--- config.mk ---
export PLATFORM = sky130hd
export DESIGN_NAME = rps_match_sequencer
export DESIGN_NICKNAME = d
export VERILOG_FILES = /design/src/rtl/rps_match_sequencer.sv
export SDC_FILE = /design/constraint.sdc
export NUM_CORES = 1
export LEC_CHECK = 0
export CORE_MARGIN = 4
export CORE_UTILIZATION = 51
export DETAILED_ROUTE_END_ITERATION = 16
export DONT_BUFFER_PORTS = 1
export GPL_TIMING_DRIVEN = 0
export PLACE_DENSITY_LB_ADDON = 0.05
export SETUP_SLACK_MARGIN = 0.4
export SYNTH_ARGS = -nofsm -noshare
export SYNTH_HDL_FRONTEND = slang
export SYNTH_SLANG_ARGS = --single-unit
--- constraint.sdc ---
create_clock -name clock -period 4.7 [get_ports clock]
set_clock_uncertainty 0.15 [all_clocks]
set_input_delay 0.705 -clock clock [delete_from_list [all_inputs] [get_ports clock]]
set_output_delay 0.705 -clock clock [all_outputs]
set_load 0.02 [all_outputs]
--- src/rtl/rps_match_sequencer.sv ---
`default_nettype none
// ============================================================================
// Module   : rps_match_sequencer
// Purpose  : Best-of-N round sequencer for Rock-Paper-Scissors (arm, freeze,
//            classify, show, score). Optional pick timeout: RPS_TIMEOUT_EN.
// Revision : 1.0 - initial release
// ============================================================================
module rps_match_sequencer #(
  parameter int unsigned WINS_TO_MATCH  = 3,
  parameter int unsigned SCORE_W        = 4,
  parameter int unsigned ROUND_W        = 6,
  parameter int unsigned SHOW_CYCLES    = 16,
  parameter int unsigned TIMEOUT_CYCLES = 256
) (
  input  logic               clock,
  input  logic               reset_n,
  input  logic               start,
  input  logic               confirm,
  input  logic [1:0]         player_choice,
  input  logic [1:0]         computer_choice,
  input  logic               player_win,
  output logic               stop_signal,
  output logic               clear_choice,
  output logic               win_led,
  output logic               lose_led,
  output logic               tie_led,
  output logic [SCORE_W-1:0] player_score,
  output logic [SCORE_W-1:0] computer_score,
  output logic [ROUND_W-1:0] round_count,
  output logic               match_done,
  output logic               timeout_flag,
  output logic [2:0]         state
);

  typedef enum logic [2:0] {
    IDLE      = 3'd0,
    WAIT_PICK = 3'd1,
    LOCK      = 3'd2,
    EVAL      = 3'd3,
    SHOW      = 3'd4,
    DONE      = 3'd5
  } state_t;

  localparam int unsigned SHOW_W = (SHOW_CYCLES > 1) ? $clog2(SHOW_CYCLES) : 1;
  localparam logic [SCORE_W-1:0] c_wins_target = SCORE_W'(WINS_TO_MATCH);
  localparam logic [SHOW_W-1:0]  c_show_load   = SHOW_W'(SHOW_CYCLES - 1);

  if ((WINS_TO_MATCH < 1) || (WINS_TO_MATCH > (2**SCORE_W) - 1) ||
      (SHOW_CYCLES < 1) || (TIMEOUT_CYCLES < 1)) begin : g_bad_params
    $error("rps_match_sequencer: illegal parameter combination");
  end

  state_t             r_state;
  state_t             w_next;
  logic [SHOW_W-1:0]  r_show_cnt;
  logic [SCORE_W-1:0] r_pscore;
  logic [SCORE_W-1:0] r_cscore;
  logic [ROUND_W-1:0] r_rounds;
  logic               r_stop;
  logic               r_clear;
  logic               r_win;
  logic               r_lose;
  logic               r_tie;
  logic               r_done;

  logic w_valid_pick;
  logic w_expired;
  logic w_forfeit;
  logic w_tie_raw;
  logic w_pwin;
  logic w_cwin;
  logic w_tie;
  logic w_match_won;
  logic w_new_match;
  logic w_enter_wait;
  logic w_stop_nxt;
  logic w_win_nxt;
  logic w_lose_nxt;
  logic w_tie_nxt;

  assign w_valid_pick = confirm && (player_choice != 2'b00);
  assign w_match_won  = (r_pscore == c_wins_target) || (r_cscore == c_wins_target);
  assign w_new_match  = start && ((r_state == IDLE) || (r_state == DONE));
  assign w_enter_wait = (w_next == WAIT_PICK) && (r_state != WAIT_PICK);

  // A frozen computer choice of 00 never resolved, so the round is void.
  assign w_tie_raw = (player_choice == computer_choice) || (computer_choice == 2'b00);
  assign w_pwin    = !w_forfeit && !w_tie_raw && player_win;
  assign w_cwin    = w_forfeit || (!w_tie_raw && !player_win);
  assign w_tie     = !w_forfeit && w_tie_raw;

`ifdef RPS_TIMEOUT_EN
  localparam int unsigned TO_W = (TIMEOUT_CYCLES > 1) ? $clog2(TIMEOUT_CYCLES) : 1;
  localparam logic [TO_W-1:0] c_to_load = TO_W'(TIMEOUT_CYCLES - 1);

  logic [TO_W-1:0] r_to_cnt;
  logic            r_forfeit;
  logic            r_timeout;

  assign w_expired = (r_state == WAIT_PICK) && (r_to_cnt == '0);
  assign w_forfeit = r_forfeit;

  always_ff @(posedge clock or negedge reset_n) begin
    if (!reset_n) begin
      r_to_cnt  <= '0;
      r_forfeit <= 1'b0;
      r_timeout <= 1'b0;
    end else begin
      if (w_enter_wait) begin
        r_to_cnt <= c_to_load;
      end else if ((r_state == WAIT_PICK) && (r_to_cnt != '0)) begin
        r_to_cnt <= r_to_cnt - 1'b1;
      end
      // A valid confirm on the expiry cycle wins over the forfeit.
      if ((r_state == WAIT_PICK) && (w_next == LOCK)) begin
        r_forfeit <= !w_valid_pick;
      end
      if (w_new_match) begin
        r_timeout <= 1'b0;
      end else if (r_state == EVAL) begin
        r_timeout <= r_forfeit;
      end
    end
  end

  assign timeout_flag = r_timeout;
`else
  assign w_expired    = 1'b0;
  assign w_forfeit    = 1'b0;
  assign timeout_flag = 1'b0;
`endif

  always_ff @(posedge clock or negedge reset_n) begin
    if (!reset_n) begin
      r_state <= IDLE;
    end else begin
      r_state <= w_next;
    end
  end

  always_comb begin
    w_next     = r_state;
    w_stop_nxt = 1'b0;
    w_win_nxt  = 1'b0;
    w_lose_nxt = 1'b0;
    w_tie_nxt  = 1'b0;

    case (r_state)
      IDLE:      if (start) w_next = WAIT_PICK;
      WAIT_PICK: if (w_valid_pick || w_expired) w_next = LOCK;
      LOCK:      w_next = EVAL;
      EVAL:      w_next = SHOW;
      SHOW: begin
        if (r_show_cnt == '0) begin
          w_next = w_match_won ? DONE : WAIT_PICK;
        end
      end
      DONE:      if (start) w_next = WAIT_PICK;
      default:   w_next = IDLE;
    endcase

    case (w_next)
      LOCK, EVAL: w_stop_nxt = 1'b1;
      SHOW: begin
        w_stop_nxt = 1'b1;
        if (r_state == EVAL) begin
          w_win_nxt  = w_pwin;
          w_lose_nxt = w_cwin;
          w_tie_nxt  = w_tie;
        end else begin
          w_win_nxt  = r_win;
          w_lose_nxt = r_lose;
          w_tie_nxt  = r_tie;
        end
      end
      DONE: begin
        w_stop_nxt = 1'b1;
        w_win_nxt  = (r_pscore == c_wins_target);
        w_lose_nxt = (r_pscore != c_wins_target);
      end
      default: ;
    endcase
  end

  always_ff @(posedge clock or negedge reset_n) begin
    if (!reset_n) begin
      r_stop  <= 1'b0;
      r_clear <= 1'b0;
      r_win   <= 1'b0;
      r_lose  <= 1'b0;
      r_tie   <= 1'b0;
      r_done  <= 1'b0;
    end else begin
      r_stop  <= w_stop_nxt;
      r_clear <= w_enter_wait;
      r_win   <= w_win_nxt;
      r_lose  <= w_lose_nxt;
      r_tie   <= w_tie_nxt;
      r_done  <= (w_next == DONE);
    end
  end

  always_ff @(posedge clock or negedge reset_n) begin
    if (!reset_n) begin
      r_show_cnt <= '0;
    end else if (r_state == EVAL) begin
      r_show_cnt <= c_show_load;
    end else if ((r_state == SHOW) && (r_show_cnt != '0)) begin
      r_show_cnt <= r_show_cnt - 1'b1;
    end
  end

  always_ff @(posedge clock or negedge reset_n) begin
    if (!reset_n) begin
      r_pscore <= '0;
      r_cscore <= '0;
      r_rounds <= '0;
    end else if (w_new_match) begin
      r_pscore <= '0;
      r_cscore <= '0;
      r_rounds <= '0;
    end else if (r_state == EVAL) begin
      if (w_pwin && (r_pscore != c_wins_target)) r_pscore <= r_pscore + 1'b1;
      if (w_cwin && (r_cscore != c_wins_target)) r_cscore <= r_cscore + 1'b1;
      if (r_rounds != '1) r_rounds <= r_rounds + 1'b1;
    end
  end

  assign stop_signal    = r_stop;
  assign clear_choice   = r_clear;
  assign win_led        = r_win;
  assign lose_led       = r_lose;
  assign tie_led        = r_tie;
  assign player_score   = r_pscore;
  assign computer_score = r_cscore;
  assign round_count    = r_rounds;
  assign match_done     = r_done;
  assign state          = r_state;

endmodule
`default_nettype wire

==> results of run 1 <==
[flip-flops by register name, indices dropped and copies added, names as in the netlist, 3 cells and up]
name / flops
state: 3
player_score: 4
r_show_cnt: 4
computer_score: 4
round_count: 6
[worst max-delay path by stage]
stage / from / endpoint / slack [ns] / depth (start not counted)
after floorplan: r_show_cnt[0] / lose_led / 2.38 / 8
after global placement: r_show_cnt[0] / lose_led / 2.24 / 8
after detailed placement: r_show_cnt[0] / lose_led / 2.23 / 8
after CTS: r_show_cnt[0] / lose_led / 2.19 / 8
after global routing: r_show_cnt[0] / lose_led / 2.09 / 8
final: r_show_cnt[0] / lose_led / 2.18 / 8
[repair_timing]
| action | 4_1_cts | 5_1_grt |
|---|---|---|
| gates resized for setup | 0 | 0 |
| endpoints found under the hold margin | 27 | 15 |
| hold buffers | 1 | 1 |
[metrics by stage]
stage                     cell area [um2]  utilization, %
after floorplan                      1470               -
after global placement               1509           54.72
after detailed placement             1509           54.72
after CTS                            1556           56.44
after global routing                 1567           56.81
final                                1567           56.81
[cells by family (layout without fill, tap and decap cells)]
kind of cell | after synthesis | count (layout)
buffers and inverters | 14 | 20
other | 1 | 1
xor gates and xnor gates | 7 | 7
and+or+nand+nor | 51 | 51
muxes | 2 | 2
AOI/OAI and AO/OA | 37 | 37
DFF | 27 | 27
adders and majority gates | 5 | 5
[area by class of cell]
class / instances / area share, %
clock inverters: 1 / 0.3195
clock buffers: 3 / 1.438
plain buffers: 4 / 1.518
multi-input cells: 103 / 46.81
repair buffers: 2 / 1.917
flip-flops and latches: 27 / 43.13
well taps: 31 / 2.476
inverters: 10 / 2.396
[worst reg2reg max path, cell delays in order (launching register included)]
cell	delay, ns
dfrtp_1	0.40
inv_1	0.10
ha_1	0.19
or3b_1	0.40
or4_4	0.56
nand2_2	0.13
inv_2	0.06
ha_1	0.21
a32o_1	0.23
[Yosys cell counts, types with 2 or more instances]
cell type,instances
nand2_1,10
nand4_1,3
or3_1,4
nor2_1,11
o21ai_0,7
ha_1,5
a21boi_0,2
mux2i_1,2
a31oi_1,2
inv_1,9
nand3b_1,3
buf_4,2
nand2b_1,2
xor2_1,6
a21oi_1,5
o211ai_1,8
o31ai_1,3
nand3_1,4
dfrtp_1,27
and3_1,2
[metal layers]
| layer | vias up | global-route usage, % | share of wire [%] |
|---|---|---|---|
| met1 | 511 | 21.92 | 45 |
| met2 | 21 | 27.50 | 48 |
| met3 | 4 | 4.339 | 5.4 |
| met4 | 0 | 6.061 | 1.3 |
| li1 | 531 | - | - |
| met5 | - | 0 | 0 |
[power by group through the flow]
stage               Sequential (uW)  Combinational (uW)  Clock [uW]
finish                          395                 348         103
floorplan                       387                 281           0
global placement                400                 333           0
detailed placement              401                 344           0
global route                    405                 400         116
CTS                             396                 352         104
==> flow_summary_export.csv, run 1 <==
group,metric,value,unit
floorplan,rows,19,
global_routing,grt_usage,16.93,%
worst_setup_path,rr_startpoint,"r_show_cnt[0]",
clock_network,cts_setup_buffers,0,
synth,seq_area_frac_synth,45.96,%
timing,rsz0062_at_grt,"no",
worst_setup_path,cp-start-kind,"register",
power,seq_power_share,46.7,%
worst_setup_path,worstSetupPathType,"register to register",
global_routing,grt_pass1_wl,4795,um
synth,muxShareOfSynthArea,1.362,%
floorplan,core_area,2758,um2
global_routing,overflow,0,
routing,drt-pass1-iter-count,4,
routing,routedWlPerCell,16.23,um
finish,multi_input_area,733.2,um2
clock_network,cts_tree,"yes",
timing,setup_viol,0,
timing,finalWorstSetupSlack,2.181,ns
clock_network,cts_num_sinks,27,
placement,dp_hpwl,2153,um
clock_network,cts-root-buf,"clkbuf_4",
power,power_density,539.6,nW/um2
worst_setup_path,cpLargestDelayFamily,"simple AND/OR/NAND/NOR gates",
finish,final_nets,165,
clock_network,numCtsBuffers,3,
synth,synthCells,144,
worst_setup_path,critPathArrivalTime,2.59,ns
timing,final-max-slew-violation-count,0,
timing,slew_headroom,56.54,%
worst_setup_path,cp_slowest_cell,"or4_4",
synth,yosys.area_share.simple,21.28,%
synth,synth_area_leaders,"dfrtp_1 (46%), ha_1 (4.3%), o211ai_1 (4.1%)",
worst_setup_path,cpPeakStageDelay,0.56,ns
worst_setup_path,path_cells,"inv_1 -> ha_1 -> or3b_1 -> or4_4 -> nand2_2 -> inv_2 -> ha_1 -> a32o_1",
synth,ys.flop_type,"dfrtp_1",
worst_setup_path,crit_top_cell,"ha_1",
synth,yosys_register_bits,27,
finish,mostFrequentLayoutCell,"dfrtp_1",
finish,area_delta_synth_final,6.553,%
synth,avgSynthCellArea,10.21,um2
synth,synth_edf_count,0,
synth,synth.distinct_cells,47,
synth,syn_nets,158,
clock_network,clock_path_buffers,2,
synth,yosys_warnings,0,
floorplan,io_pins,33,
power,p_leak,0.0007140,uW
global_routing,first_global_vias,1066,
floorplan,dieArea,3806,um2
timing,worst_pin_slew,0.6505,ns
status,status,"complete, no violations",
floorplan,die_w,61.69,um
finish,drive_gt1_share,12.67,%
clock_network,clkTransAtPathRegs,0.14,ns
power,clkPwrFrac,12.1,%
power,combPwrFrac,41.2,%
synth,synth.largest_area_cell,"dfrtp_1",
timing,fin_crit_sh,53.59,%
worst_setup_path,critPathBufInv,2,
hold_path,whs_path_depth,2,
routing,ant_nets,0,
synth,yosys.area_share.xor_xnor,4.170,%
power,p_sw_share,45.39,%
timing,hold_viol_final,0,
placement,dp.cells,175,
worst_setup_path,end_kind,"register",
synth,synth_top_family_by_area,"simple AND/OR/NAND/NOR gates",
finish,final.fill_count,233,
placement,port_buffers,0,
flow_run,drv_cap,0,
timing,max_freq,397.0,MHz
power,power_switching,383.6,uW
power,intPower,461.6,uW
routing,wl,2938,um
finish,stdcell_count,181,
worst_setup_path,rr_worst_depth,8,
routing,drt-initial-drc-count,55,
worst_setup_path,path_max_fanout,4,
routing,drc,0,
worst_setup_path,required,4.77,ns
global_routing,antenna_found_initial,0,
finish,diodes,0,
hold_path,hp-class,"register to register",
power,ir_drop,400.9,uV
synth,synth_area,1470,um2
global_routing,grt_max_degree,28,
routing,vias,1067,
placement,place_ws,2.234,ns
worst_setup_path,reg2reg_slack,2.18,ns
finish,layout_common_cells,"dfrtp_1 (27), nor2_1 (11), nand2_1 (10)",
clock_network,htree_levels,1,
finish,final-seq-area,675.6,um2
routing,via_per_inst,5.895,
synth,postSynth.asyncResetShare,100.0,%
floorplan,fp.dieH,61.69,um
hold_path,whs_endpoint,"r_show_cnt[3]",
timing,fin_crit,2.519,ns
synth,synth_top_area_share,45.96,%
placement,gp_congestion,0.7401,
timing,hold_ws,0.4160,ns
floorplan,initial_core_util,53.31,%
worst_setup_path,rr_endpoint,"lose_led",
synth,synth_fa_ha_area_share,4.255,%
hold_path,hold_start,"r_show_cnt[3]",
synth,synth-compound-area-share,18.55,%
clock_network,insertion_delay,0.33,ns
timing,tns,0,ns
power,total_power,845.3,uW
Note: power is estimated with default switching activity, not from simulation.
==> run 2: changes to the inputs <==
==> constraint.sdc (replaced) <==
create_clock -name clock -period 2.19 [get_ports clock]
set_clock_uncertainty 0.15 [all_clocks]
set_input_delay 0.3285 -clock clock [delete_from_list [all_inputs] [get_ports clock]]
set_output_delay 0.3285 -clock clock [all_outputs]
set_load 0.02 [all_outputs]
==> run 2 against run 1 <==
  * The run now ends with setup timing left
  * Via count rose by 12%
  * Flip-flop and latch count did not move
  * Sequential power rose by 120%
  * Sequential share of layout area fell by 6.8 points
  * Maximum frequency rose by 8.2%
  * Die area did not move
  * Non-clock buffer count rose by 20
  * Power rose to 2.7 times the previous value
  * Final cell count rose by 11%
  * Worst setup slack got worse by 2.3 ns
  * Critical path depth did not move
==> flow_summary_export.csv, run 2 (synthesis gave the netlist of run 1 again) <==
group,metric,value,unit
flow_run,drv_cap,0,
timing,rsz0062_at_grt,"yes",
finish,layout_common_cells,"dfrtp_1 (23), buf_4 (18), nand2_1 (10)",
power,p_sw_share,43.09,%
global_routing,grtUsageMet1,23.99,%
routing,vias,1190,
worst_setup_path,required,2.28,ns
global_routing,grt_pass1_wl,5478,um
finish,mostFrequentLayoutCell,"dfrtp_1",
global_routing,first_global_vias,1182,
routing,routedWlPerCell,16.89,um
global_routing,overflow,0,
floorplan,io_pins,33,
finish,final_nets,185,
power,seq_power_share,38.1,%
power,power_switching,990.8,uW
timing,setup_viol,7,
timing,hold_ws,0.07217,ns
clock_network,clkTransAtPathRegs,0.15,ns
clock_network,cts_num_sinks,27,
timing,worst_pin_slew,0.7433,ns
global_routing,grt_usage,19.61,%
power,ir_drop,1135,uV
finish,diodes,0,
routing,via_per_inst,5.920,
floorplan,initial_core_util,53.31,%
global_routing,grt-busiest-layer,"met2",
clock_network,insertion_delay,0.33,ns
timing,finalWorstSetupSlack,-0.1380,ns
finish,area_delta_synth_final,27.32,%
power,intPower,1309,uW
power,power_density,1229,nW/um2
status,status,"finished, violations left",
hold_path,hp-class,"input port to register",
floorplan,die_w,61.69,um
placement,dp_hpwl,2160,um
global_routing,grt_max_degree,28,
timing,hold_viol_final,0,
timing,slew_headroom,50.00,%
power,combPwrFrac,52.3,%
placement,port_buffers,0,
clock_network,cts_tree,"yes",
floorplan,core_area,2758,um2
finish,drive_gt1_share,34.71,%
global_routing,grt_use_met2,33.48,%
timing,max_freq,429.6,MHz
power,total_power,2300,uW
timing,fin_crit_sh,106.3,%
global_routing,antenna_found_initial,0,
routing,drt-pass1-iter-count,4,
power,p_leak,0.0008387,uW
routing,ant_nets,0,
routing,wl,3395,um
clock_network,clock_path_buffers,2,
timing,final-max-slew-violation-count,0,
routing,drt-initial-drc-count,45,
worst_setup_path,critPathArrivalTime,2.41,ns
worst_setup_path,end_kind,"register",
clock_network,numCtsBuffers,3,
placement,gp_congestion,0.7384,
timing,fin_crit,2.328,ns
global_routing,met3_usage,4.545,%
status,violations,"setup timing",
routing,drc,0,
worst_setup_path,cp-start-kind,"register",
floorplan,fp.dieH,61.69,um
clock_network,htree_levels,1,
clock_network,cts-root-buf,"clkbuf_4",
finish,largest_reg_flops,6,
worst_setup_path,path_max_fanout,4,
floorplan,dieArea,3806,um2
floorplan,rows,19,
worst_setup_path,worstSetupPathType,"register to register",
power,clkPwrFrac,9.6,%
finish,final.fill_count,218,
run 2: cell count changes in the layout (fill, tap and decap cells not counted), moves of 3 or more:
cell | previous run | this run
dfrtp_1 | 27 | 23
buf_4 | 2 | 18
inv_2 | 1 | 4
dfrtp_2 | 0 | 4
inv_1 | 9 | 5
buf_6 | 0 | 4
run 2: worst max-delay path, stage by stage (launching register included):
cell and delay (ns):
dfrtp_1 0.41, inv_2 0.08, ha_4 0.13, or3b_4 0.38, or4_4 0.56, nand2_4 0.10, inv_4 0.05, ha_4 0.15
a32o_1 0.21
run 2: worst paths after layout:
kind / start / endpoint / slack [ns] / cells after the start
setup / recovery: r_show_cnt[0] / lose_led / -0.14 / 8
hold / removal: player_win / computer_score[3] / 0.07 / 3
setup reg to reg: r_show_cnt[0] / lose_led / -0.14 / 8
hold reg to reg: r_show_cnt[1] / r_show_cnt[1] / 0.41 / 2
max in group asynchronous: reset_n / round_count[0] / 1.44 / 2
min in group asynchronous: reset_n / round_count[5] / 0.28 / 2
run 2: layout make-up:
type                            count  area (um2)  share of cell area, %
Buffer                              4       45.04                  2.406
Clock buffer                        4       26.28                  1.404
Inverter                           10       40.04                  2.139
Multi-Input combinational cell    103       840.8                  44.92
Sequential cell                    27       680.7                  36.36
Tap cell                           31       38.79                  2.072
Timing Repair Buffer               22       200.2                  10.70
run 2: power groups by stage:
stage | logic [uW] | registers, uW | clock network [uW]
after floorplan | 659 | 838 | 0
after global placement | 771 | 866 | 0
after detailed placement | 795 | 870 | 0
after CTS | 1080 | 878 | 223
after global routing | 1330 | 899 | 251
final | 1200 | 876 | 221
run 2: through the flow:
stage / cell area [um2] / std cells / util (%) / setup TNS (ns) / setup WS, ns
2_1_floorplan: 1515 / 144 / - / -0.09223 / -0.07391
3_3_place_gp: 1554 / 175 / 56.35 / -0.5953 / -0.1891
3_5_place_dp: 1554 / 175 / 56.35 / -0.7096 / -0.1995
4_1_cts: 1785 / 193 / 64.75 / -0.3091 / -0.1338
5_1_grt: 1872 / 201 / 67.88 / -0.8318 / -0.2004
6_report: 1872 / 201 / 67.88 / -0.3786 / -0.1380
run 2: metal layers:
layer  vias up  wire length, um  share of wire (%)
li1        574                -                  -
met1       580             1416                 42
met2        29             1754                 52
met3         7              170                5.0
met4         0               53                1.6
met5         -                0                  0
run 2: timing repair:
action	CTS	global route
setup buffers	12	8
gates resized for setup	20	9
hold endpoints to repair	27	0
setup endpoints to repair	20	20
hold buffers	2	0
pin swaps	9	7
